### config.mk
export PLATFORM = sky130hd
export DESIGN_NAME = gfx128_pixel_writer_flat
export DESIGN_NICKNAME = d
export VERILOG_FILES = /design/src/rtl/gfx128_pixel_writer_pkg.sv /design/src/rtl/gfx128_pixel_writer_if.sv /design/src/rtl/gfx128_pixel_writer_addr.sv /design/src/rtl/gfx128_pixel_writer.sv /design/src/flat_wrapper.sv
export SDC_FILE = /design/constraint.sdc
export NUM_CORES = 1
export LEC_CHECK = 0
export ABC_AREA = 1
export CORE_AREA = 2 2 213 215
export CTS_CLUSTER_DIAMETER = 50
export DETAILED_ROUTE_END_ITERATION = 10
export DIE_AREA = 0 0 215 217
export GPL_TIMING_DRIVEN = 0
export PLACE_DENSITY = 0.87
export SYNTH_ARGS = -nofsm -noshare
export SYNTH_HDL_FRONTEND = slang
export SYNTH_SLANG_ARGS = --single-unit
### constraint.sdc
create_clock -name clk_i -period 10.9 [get_ports clk_i]
set_clock_uncertainty 0.05 [all_clocks]
set_input_delay 2.18 -clock clk_i [delete_from_list [all_inputs] [get_ports clk_i]]
set_output_delay 2.18 -clock clk_i [all_outputs]
set_load 0.005 [all_outputs]
### src/rtl/gfx128_pixel_writer_pkg.sv
// Shared types and helpers for the pixel writer: colour depth codes, FSM states,
// byte-lane select and colour replication.
package gfx128_pixel_writer_pkg;

  localparam logic [1:0] CD_8  = 2'b00;
  localparam logic [1:0] CD_16 = 2'b01;
  localparam logic [1:0] CD_32 = 2'b11;

  typedef enum logic [2:0] {
    IDLE   = 3'd0,
    ZREAD  = 3'd1,
    ZTEST  = 3'd2,
    CWRITE = 3'd3,
    ZWRITE = 3'd4,
    DONE   = 3'd5
  } state_t;

  // Code 2'b10 is not a real mode and is handled as 32bpp.
  function automatic logic [2:0] cd_shift(input logic [1:0] cd);
    case (cd)
      CD_8:    cd_shift = 3'd4;
      CD_16:   cd_shift = 3'd3;
      CD_32:   cd_shift = 3'd2;
      default: cd_shift = 3'd2;
    endcase
  endfunction

  function automatic logic [15:0] lane_sel(input logic [1:0] cd, input logic [3:0] lane);
    case (cd)
      CD_8:    lane_sel = 16'h0001 << lane;
      CD_16:   lane_sel = 16'h0003 << {lane[2:0], 1'b0};
      default: lane_sel = 16'h000F << {lane[1:0], 2'b00};
    endcase
  endfunction

  function automatic logic [127:0] color_data(input logic [1:0] cd, input logic [31:0] color);
    case (cd)
      CD_8:    color_data = {16{color[7:0]}};
      CD_16:   color_data = {8{color[15:0]}};
      default: color_data = {4{color}};
    endcase
  endfunction

endpackage

### src/rtl/gfx128_pixel_writer_if.sv
// Memory-side bus of the pixel writer: colour/depth write port and depth read port.
interface gfx128_pixel_writer_if;

  logic         write_request_o;
  logic [31:4]  write_addr_o;
  logic [127:0] write_data_o;
  logic [15:0]  write_sel_o;
  logic         write_ack_i;
  logic         z_request_o;
  logic [31:4]  z_addr_o;
  logic [127:0] z_data_i;
  logic         z_ack_i;

  modport master (
    output write_request_o, write_addr_o, write_data_o, write_sel_o, z_request_o, z_addr_o,
    input  write_ack_i, z_data_i, z_ack_i
  );

  modport slave (
    input  write_request_o, write_addr_o, write_data_o, write_sel_o, z_request_o, z_addr_o,
    output write_ack_i, z_data_i, z_ack_i
  );

endinterface

### src/rtl/gfx128_pixel_writer_addr.sv
// Pixel to 16-byte word address translation: word = base + (y*size_x + x) >> shift,
// lane = the offset bits dropped by the shift.
module gfx128_pixel_addr #(
  parameter int point_width = 16
) (
  input  logic [31:4]            i_base,
  input  logic [point_width-1:0] i_size_x,
  input  logic [point_width-1:0] i_x,
  input  logic [point_width-1:0] i_y,
  input  logic [2:0]             i_shift,
  output logic [31:4]            o_word,
  output logic [3:0]             o_lane
);

  logic [31:0] w_offset;
  logic [27:0] w_shifted;
  logic [3:0]  w_mask;

  always_comb begin
    w_offset  = 32'(i_size_x) * 32'(i_y) + 32'(i_x);
    w_shifted = 28'(w_offset >> i_shift);
    w_mask    = 4'((5'd1 << i_shift) - 5'd1);
    o_word    = i_base + w_shifted;
    o_lane    = w_offset[3:0] & w_mask;
  end

endmodule

### src/rtl/gfx128_pixel_writer.sv
// Pixel writer: optional 16-bit depth test, then colour write and depth write over
// the 128-bit memory ports; one-cycle ack_o per retired pixel.
module gfx128_pixel_writer
  import gfx128_pixel_writer_pkg::*;
#(
  parameter int point_width = 16
) (
  input  logic                          clk_i,
  input  logic                          rst_ni,
  input  logic [31:4]                   target_base_i,
  input  logic [31:4]                   zbuffer_base_i,
  input  logic [point_width-1:0]        target_size_x_i,
  input  logic [1:0]                    color_depth_i,
  input  logic                          zbuffer_enable_i,
  input  logic [point_width-1:0]        pixel_x_i,
  input  logic [point_width-1:0]        pixel_y_i,
  input  logic signed [point_width-1:0] pixel_z_i,
  input  logic [31:0]                   pixel_color_i,
  input  logic                          write_i,
  output logic                          ack_o,
  gfx128_pixel_writer_if.master         bus
);

  state_t                  r_state, w_state_next;
  logic [point_width-1:0]  r_x, r_y, w_x, w_y;
  logic [point_width-1:0]  r_z, w_z;
  logic [31:0]             r_color, w_color;
  logic [1:0]              r_cd, w_cd;
  logic                    r_zen, w_zen;
  logic [15:0]             r_stored_z, w_z16;
  logic                    w_z_pass;
  logic [31:4]             w_color_word, w_z_word;
  logic [3:0]              w_color_lane, w_z_lane;

  logic         r_write_request, w_write_request;
  logic [31:4]  r_write_addr, w_write_addr;
  logic [127:0] r_write_data, w_write_data;
  logic [15:0]  r_write_sel, w_write_sel;
  logic         r_z_request, w_z_request;
  logic [31:4]  r_z_addr, w_z_addr;
  logic         r_ack, w_ack;

  // Addresses are formed from the next-cycle pixel fields so outputs can be registered.
  gfx128_pixel_addr #(.point_width(point_width)) u_color_addr (
    .i_base(target_base_i), .i_size_x(target_size_x_i), .i_x(w_x), .i_y(w_y),
    .i_shift(cd_shift(w_cd)), .o_word(w_color_word), .o_lane(w_color_lane)
  );

  gfx128_pixel_addr #(.point_width(point_width)) u_depth_addr (
    .i_base(zbuffer_base_i), .i_size_x(target_size_x_i), .i_x(w_x), .i_y(w_y),
    .i_shift(3'd3), .o_word(w_z_word), .o_lane(w_z_lane)
  );

  always_comb begin
    w_state_next = r_state;
    w_x = r_x; w_y = r_y; w_z = r_z; w_color = r_color; w_cd = r_cd; w_zen = r_zen;
    w_z16    = 16'(w_z);
    w_z_pass = $signed(16'(r_z)) < $signed(r_stored_z);
    case (r_state)
      IDLE: begin
        if (write_i) begin
          w_x = pixel_x_i; w_y = pixel_y_i; w_z = pixel_z_i; w_color = pixel_color_i;
          w_cd = color_depth_i; w_zen = zbuffer_enable_i;
          w_z16 = 16'(pixel_z_i);
          w_state_next = zbuffer_enable_i ? ZREAD : CWRITE;
        end else begin
          w_state_next = IDLE;
        end
      end
      ZREAD:  w_state_next = bus.z_ack_i ? ZTEST : ZREAD;
      ZTEST:  w_state_next = w_z_pass ? CWRITE : DONE;
      CWRITE: begin
        if (bus.write_ack_i) begin
          w_state_next = r_zen ? ZWRITE : DONE;
        end else begin
          w_state_next = CWRITE;
        end
      end
      ZWRITE: w_state_next = bus.write_ack_i ? DONE : ZWRITE;
      DONE:   w_state_next = IDLE;
      default: w_state_next = IDLE;
    endcase

    w_write_request = 1'b0; w_write_addr = 28'h0; w_write_data = 128'h0; w_write_sel = 16'h0;
    w_z_request = 1'b0; w_z_addr = 28'h0; w_ack = 1'b0;
    case (w_state_next)
      ZREAD: begin
        w_z_request = 1'b1;
        w_z_addr    = w_z_word;
      end
      CWRITE: begin
        w_write_request = 1'b1;
        w_write_addr    = w_color_word;
        w_write_data    = color_data(w_cd, w_color);
        w_write_sel     = lane_sel(w_cd, w_color_lane);
      end
      ZWRITE: begin
        w_write_request = 1'b1;
        w_write_addr    = w_z_word;
        w_write_data    = {8{w_z16}};
        w_write_sel     = lane_sel(CD_16, w_z_lane);
      end
      DONE:    w_ack = 1'b1;
      default: w_ack = 1'b0;
    endcase
  end

  // State, latched pixel, captured depth and registered outputs.
  always_ff @(posedge clk_i) begin
    if (!rst_ni) begin
      r_state <= IDLE;
      r_x <= '0; r_y <= '0; r_z <= '0; r_color <= 32'h0; r_cd <= 2'b00; r_zen <= 1'b0;
      r_stored_z <= 16'h0;
      r_write_request <= 1'b0; r_write_addr <= 28'h0; r_write_data <= 128'h0;
      r_write_sel <= 16'h0; r_z_request <= 1'b0; r_z_addr <= 28'h0; r_ack <= 1'b0;
    end else begin
      r_state <= w_state_next;
      r_x <= w_x; r_y <= w_y; r_z <= w_z; r_color <= w_color; r_cd <= w_cd; r_zen <= w_zen;
      if (r_state == ZREAD && bus.z_ack_i) begin
        r_stored_z <= bus.z_data_i[{w_z_lane[2:0], 4'b0000} +: 16];
      end
      r_write_request <= w_write_request; r_write_addr <= w_write_addr;
      r_write_data <= w_write_data; r_write_sel <= w_write_sel;
      r_z_request <= w_z_request; r_z_addr <= w_z_addr; r_ack <= w_ack;
    end
  end

  assign bus.write_request_o = r_write_request;
  assign bus.write_addr_o    = r_write_addr;
  assign bus.write_data_o    = r_write_data;
  assign bus.write_sel_o     = r_write_sel;
  assign bus.z_request_o     = r_z_request;
  assign bus.z_addr_o        = r_z_addr;
  assign ack_o               = r_ack;

endmodule
### src/flat_wrapper.sv
// flat-port wrapper written by rule: the top's interface ports become plain ports
module gfx128_pixel_writer_flat import gfx128_pixel_writer_pkg::*;
#(
  parameter int point_width = 16
)
  (clk_i, rst_ni, target_base_i, zbuffer_base_i, target_size_x_i, color_depth_i, zbuffer_enable_i, pixel_x_i, pixel_y_i, pixel_z_i, pixel_color_i, write_i, ack_o, bus_write_request_o, bus_write_addr_o, bus_write_data_o, bus_write_sel_o, bus_z_request_o, bus_z_addr_o, bus_write_ack_i, bus_z_data_i, bus_z_ack_i);
  gfx128_pixel_writer_if bus_i ();
  input  logic clk_i;
  input  logic rst_ni;
  input  logic [31:4] target_base_i;
  input  logic [31:4] zbuffer_base_i;
  input  logic [point_width-1:0] target_size_x_i;
  input  logic [1:0] color_depth_i;
  input  logic zbuffer_enable_i;
  input  logic [point_width-1:0] pixel_x_i;
  input  logic [point_width-1:0] pixel_y_i;
  input  logic signed [point_width-1:0] pixel_z_i;
  input  logic [31:0] pixel_color_i;
  input  logic write_i;
  output logic ack_o;
  output wire logic [$bits(bus_i.write_request_o)-1:0] bus_write_request_o;
  output wire logic [$bits(bus_i.write_addr_o)-1:0] bus_write_addr_o;
  output wire logic [$bits(bus_i.write_data_o)-1:0] bus_write_data_o;
  output wire logic [$bits(bus_i.write_sel_o)-1:0] bus_write_sel_o;
  output wire logic [$bits(bus_i.z_request_o)-1:0] bus_z_request_o;
  output wire logic [$bits(bus_i.z_addr_o)-1:0] bus_z_addr_o;
  input wire logic [$bits(bus_i.write_ack_i)-1:0] bus_write_ack_i;
  input wire logic [$bits(bus_i.z_data_i)-1:0] bus_z_data_i;
  input wire logic [$bits(bus_i.z_ack_i)-1:0] bus_z_ack_i;
  assign bus_write_request_o = bus_i.write_request_o;
  assign bus_write_addr_o = bus_i.write_addr_o;
  assign bus_write_data_o = bus_i.write_data_o;
  assign bus_write_sel_o = bus_i.write_sel_o;
  assign bus_z_request_o = bus_i.z_request_o;
  assign bus_z_addr_o = bus_i.z_addr_o;
  assign bus_i.write_ack_i = bus_write_ack_i;
  assign bus_i.z_data_i = bus_z_data_i;
  assign bus_i.z_ack_i = bus_z_ack_i;
  gfx128_pixel_writer #(.point_width(point_width)) u_core (.clk_i(clk_i), .rst_ni(rst_ni), .target_base_i(target_base_i), .zbuffer_base_i(zbuffer_base_i), .target_size_x_i(target_size_x_i), .color_depth_i(color_depth_i), .zbuffer_enable_i(zbuffer_enable_i), .pixel_x_i(pixel_x_i), .pixel_y_i(pixel_y_i), .pixel_z_i(pixel_z_i), .pixel_color_i(pixel_color_i), .write_i(write_i), .ack_o(ack_o), .bus(bus_i));
endmodule
== Word-level counts from Yosys, hierarchy flattened ==
Index checks and enable logic that the tools add are counted.

* Add/subtract/negate cells: 4
* Multipliers: 1
* Order comparisons: 1
* Equal/unequal tests: 9
* Shift operators: 7
* Muxes and demuxes: 27
* Bitwise operators: 1
* Reduce and logical (&&, ||, !) cells: 6

{| class="wikitable"
|+ Operators with widths
! cell !! number
|-
| 128-bit case mux with 2 select lines || 2
|-
| 128-bit by 8-bit variable part select with 16-bit output || 1
|-
| 16-bit 2-to-1 mux || 6
|-
| 32-bit 2-to-1 mux || 2
|-
| 16-bit case mux with 2 select lines || 2
|-
| 28-bit adder || 2
|-
| 28-bit case mux with 2 select lines || 1
|-
| 32-bit by 16-bit adder with 32-bit output || 1
|-
| 16-bit by 16-bit multiplier with 32-bit output || 1
|-
| 2-bit by 4-bit << shifter with 16-bit output (first input constant) || 2
|-
| 32-bit by 3-bit right shift with 28-bit output || 1
|-
| 16-bit < comparator || 1
|-
| 1-bit by 4-bit << shifter with 16-bit output (first input constant) || 1
|-
| 4-bit by 4-bit << shifter with 16-bit output (first input constant) || 1
|-
| 3-bit case mux with 5 select lines || 1
|-
| 3-bit by 2-bit == test with 1-bit output (second input constant) || 3
|-
| 3-bit == test (second input constant) || 3
|-
| 3-bit 2-to-1 mux || 3
|-
| 2-bit 2-to-1 mux || 4
|-
| 3-bit by 1-bit == test with 1-bit output (second input constant) || 2
|-
| 3-bit case mux with 2 select lines || 1
|-
| 1-bit 2-to-1 mux || 5
|-
| 4-bit bitwise AND || 1
|-
| 2-bit AND reduction || 2
|-
| 7 further kinds || 7
|}

* Register bits: 305
* Input port bits: 288

== Logic depth before layout (Yosys ltp) ==
Gate-level depths: netlist of the first run.

* Depth after elaboration: 10
* Gate-level depth with buffers: 50

== By module ==
A second synthesis of the first run with hierarchy kept.

* Cells, all modules: 4976
* Area total of the unflattened synthesis: 35099.9 µm²

{| class="wikitable"
|+ Modules (own cells, without submodules)
! module !! times used !! cells each !! area an instance (µm²)
|-
| gfx128_pixel_addr at u_core.u_depth_addr || 1 || 1837 || 12429.4
|-
| gfx128_pixel_addr at u_core.u_color_addr || 1 || 1832 || 12405.6
|-
| gfx128_pixel_writer || 1 || 1307 || 10264.8
|}

== Least setup slack after synthesis of the first run ==
No wires, ideal clock.

* Kind: in2reg
* Start: input write_i
* End: register u_core.r_write_addr, in the netlist u_core.bus.write_addr_o[29]
* Setup time: 132 ps
* Arrival: 9264 ps
* Required time: 10718 ps
* Setup slack: 1454 ps
* Stages: 38
* Path buffers: 4
* Path through: nand2_4 -> buf_4 -> buf_6 -> buf_4 -> o21ai_1 -> buf_2 -> nor2_1 -> fa_1 -> inv_1 -> fa_1 -> fa_1 -> fa_1 -> inv_1 -> fa_1 -> inv_1 -> fa_1 -> inv_1 -> ha_1 -> [... 2 more ...] -> nand3_2 -> nand2_1 -> nand3_1 -> nand2_1 -> nand2_1 -> xor2_1 -> inv_1 -> o221ai_1 -> ha_1 -> a21oi_1 -> o21ai_0 -> a21oi_1 -> nand3_1 -> a21oi_1 -> o21bai_1 -> or2_2 -> nand3_1 -> a21oi_1

* Cells in the longest elaborated chain, start to end: 7

{| class="wikitable"
|+ RTL lines
! what !! RTL line !! text
|-
| from (decl) || flat_wrapper.sv:19 || <nowiki>input logic write_i;</nowiki>
|-
| 16-bit 2-to-1 mux or 2-bit 2-to-1 mux (tied branches) || gfx128_pixel_writer.sv:61 || <nowiki>if (write_i) begin</nowiki>
|-
| 16-bit 2-to-1 mux or 2-bit 2-to-1 mux (tied branches) || gfx128_pixel_writer.sv:59 || <nowiki>case (r_state)</nowiki>
|-
| 16-bit by 16-bit multiplier with 32-bit output (tied with other cells) || gfx128_pixel_writer_addr.sv:20 || <nowiki>w_offset = 32'(i_size_x) * 32'(i_y) + 32'(i_x);</nowiki>
|-
| 32-bit by 16-bit adder with 32-bit output or 3-bit case mux with 2 select lines (tied branches) || gfx128_pixel_writer_addr.sv:20, gfx128_pixel_writer_pkg.sv:20 ||
|-
| 32-bit by 3-bit right shift with 28-bit output || gfx128_pixel_writer_addr.sv:21 || <nowiki>w_shifted = 28'(w_offset >> i_shift);</nowiki>
|-
| 28-bit adder || gfx128_pixel_writer_addr.sv:23 || <nowiki>o_word = i_base + w_shifted;</nowiki>
|-
| 28-bit case mux with 2 select lines (*) || gfx128_pixel_writer.sv:86 || <nowiki>case (w_state_next)</nowiki>
|-
| to (signal assigned) || gfx128_pixel_writer.sv:122 || <nowiki>r_write_request <= w_write_request; r_write_addr <= w_write_addr;</nowiki>
|-
| to (decl) || gfx128_pixel_writer.sv:36 || <nowiki>logic [31:4] r_write_addr, w_write_addr;</nowiki>
|}

Mark *: on every way between the ends. The rest lies on a longest branch, timed or not.
A chain may end at the register's enable or synchronous reset.

== Worst setup path in the final report of the first run ==
* Start: input write_i
* End: register u_core.r_write_addr, in the netlist u_core.bus.write_addr_o[24]

The elaborated chain is that of the path after synthesis.

==> results of run 1 <==
## worst register-to-register path: cells and delay by family, from the launching register on
kind | cells | cell delay [ps]
AO/OA/AOI/OAI | 7 | 1440
XOR/XNOR | 1 | 370
adder cells (fa/ha/maj) | 8 | 3760
buffers and inverters | 11 | 1410
flip-flops | 1 | 330
AND/OR/NAND/NOR | 13 | 1690
## registers in the layout, summed over array words and instances, names as in the netlist, 28 cells and up
| signal | flops |
|---|---|
| u_core.bus.write_addr_o | 28 |
| u_core.bus.write_data_o | 32 |
| u_core.bus.z_addr_o | 28 |
| u_core.r_color | 32 |
## through the flow
stage / std cells / cell area (sq um)
floorplan: 2967 / 21930
CTS: 4110 / 28590
global placement: 4053 / 27550
finish: 4126 / 28840
global route: 4125 / 28840
detailed placement: 4053 / 27550
## cell type report
type                            count  area, sq um  area share
Antenna cell                        8        20.02   0.0006941
Sequential cell                   209         4184      0.1451
Multi-Input combinational cell   2078        14900      0.5166
Inverter                          485         1832     0.06351
Buffer                            193         1181     0.04095
Tap cell                          600        750.7     0.02603
Clock buffer                       38        832.0     0.02885
Clock inverter                     19        201.4    0.006985
Timing Repair Buffer              496         4940      0.1713
## cell families after synthesis
group | count (synthesis) | synth area share
compound gates | 417 | 0.1127
flops | 209 | 0.1908
fa+ha+maj | 387 | 0.2934
buf+inv | 680 | 0.1365
simple gates | 1174 | 0.2237
mux | 52 | 0.02373
xor+xnor | 48 | 0.01917
## worst paths after layout
| check | start | to | slack [ps] | cells past startpoint |
|---|---|---|---|---|
| min reg2reg | u_core.r_stored_z[4]$_SDFFE_PN0P_ | u_core.r_stored_z[4]$_SDFFE_PN0P_ | 420 | 2 |
| max | write_i | u_core.bus.write_addr_o[24]$_SDFF_PN0_ | 290 | 38 |
| max reg2reg | u_core.r_state[1]$_SDFF_PN0_ | u_core.bus.write_addr_o[24]$_SDFF_PN0_ | 1730 | 40 |
| min | u_core.r_stored_z[4]$_SDFFE_PN0P_ | u_core.r_stored_z[4]$_SDFFE_PN0P_ | 420 | 2 |
## layout by cell type (no fill, tap or decap), types with 18 or more instances in the layout
cell type / count
nand2_1: 564
clkdlybuf4s50_1: 486
inv_1: 465
nor2_1: 349
fa_1: 212
dfxtp_1: 209
ha_1: 175
a21oi_1: 170
nand3_1: 139
buf_4: 118
o21ai_0: 85
clkbuf_1: 56
mux2i_1: 52
or2_2: 49
a22oi_1: 48
clkbuf_16: 31
xor2_1: 23
nand4_1: 22
buf_2: 21
o221ai_1: 18
## layer usage
layer  GRT usage  vias up  share of wire
met4      0.2237        0          0.074
met3     0.05297      331          0.082
met1      0.4050    10569           0.37
met5           0        -              0
li1            -    10388              -
met2      0.5981     1221           0.48
## what timing repair did
item	in CTS	in global routing
setup buffers	0	10
setup endpoints to repair	5	25
endpoints found under the hold margin	0	0
cloned	0	0
gates resized for setup	3	42
==> impl_metrics.env, run 1 <==
export IMPL_status="finished clean"
export IMPL_first_iter_violations=1950
export IMPL_max_stage_delay_ps=550
export IMPL_ys_ff_latch=209
export IMPL_setup_viol=0
export IMPL_grt_max_degree=17
export IMPL_antenna_found_initial=8
export IMPL_yosysWarnings=0
export IMPL_synthArstFlopShare=0
export IMPL_cts_sinks=209
export IMPL_wl_per_cell_um=19.89
export IMPL_syn_area_sq_um=21930
export IMPL_grt_overflow_total=0
export IMPL_synth_top_cell_area_share=0.1935
export IMPL_arrival_ps=11000
export IMPL_critPathBufInv=11
export IMPL_finalHoldViolCount=0
export IMPL_cts_tree="built"
export IMPL_netlist_top_cells_count="nand2_1 (564), inv_1 (466), nor2_1 (349)"
export IMPL_cts_buffers=31
export IMPL_cp_end_kind="register"
export IMPL_die_y_um=217
export IMPL_clkTransAtPathRegs_ps=70
export IMPL_fill_cells=3792
export IMPL_port_buffer_count=486
export IMPL_initial_utilization=0.4907
export IMPL_synth_net_count=3642
export IMPL_die_x_um=215
export IMPL_setup_slack_ps=294.4
export IMPL_cap_violations=0
export IMPL_drv_slew=0
export IMPL_grt_usage=0.3471
export IMPL_synth_edf_count=0
export IMPL_cts_max_path_buffers=3
export IMPL_htree_levels=1
export IMPL_fmax_ghz=0.09429
export IMPL_grt_pass1_vias=22321
export IMPL_remaining_drc_errors=0
export IMPL_coreArea_sq_um=44700
export IMPL_worstMarginPinSlew_ps=925.3
export IMPL_drt_total_wl_um=82090
export IMPL_worstPathMaxFanout=10
export IMPL_fin_crit_sh=0.9730
export IMPL_critPathRequiredTime_ps=11300
export IMPL_dp_slack_ps=-717.0
export IMPL_slew_headroom=0.3831
export IMPL_finalCriticalPeriod_ps=10610
export IMPL_rows=78
export IMPL_syn_to_final_growth_pct=31.50
export IMPL_io_pins=491
export IMPL_syn_inst=2967
export IMPL_nets=4169
export IMPL_fin_setup_tns_ps=0
export IMPL_seq_area_frac_synth=0.1908
export IMPL_vias_per_cell=5.455
export IMPL_fin_util=0.6452
export IMPL_hold_slack_ps=415.5
export IMPL_syn_avg_cell_area_sq_um=7.392
export IMPL_synth_most_common_cell="nand2_1"
export IMPL_cts_root_buf="clkbuf_16"
export IMPL_min_path_type="reg2reg"
export IMPL_slowest_stage="fa_1"
export IMPL_crit_type="in2reg"
export IMPL_yosys_area_top_type="fa_1"
export IMPL_critPathLaunchType="input port"
export IMPL_drt_pass1_iter_count=8
export IMPL_ctsHoldBuffers=0
export IMPL_hpwl_um=67630
export IMPL_synth_area_top_cells="fa_1 (19%), dfxtp_1 (19%), ha_1 (10%)"
export IMPL_grt_pass1_wl_um=124600
export IMPL_insertion_delay_ps=590
export IMPL_synthFlopType="dfxtp_1"
export IMPL_gp_congestion=0.9747
export IMPL_drive_gt1_frac=0.08670
export IMPL_via_count=22509
export IMPL_cp_top_family="adder cells"
export IMPL_synth_distinct_cells=49
export IMPL_die_area_sq_um=46660
export IMPL_ant_nets=0
Power of run 1 is not shown: default switching activity piles up to over one toggle a cycle in this logic, so the estimate is an artifact.
==> run 2: changes to the inputs <==
HOLD_SLACK_MARGIN = 0.12   (was default)
==> results of run 2 <==
The final DEF is identical to that of run 1; final timing and power are the same.
Power of run 2 is left out for the same reason.
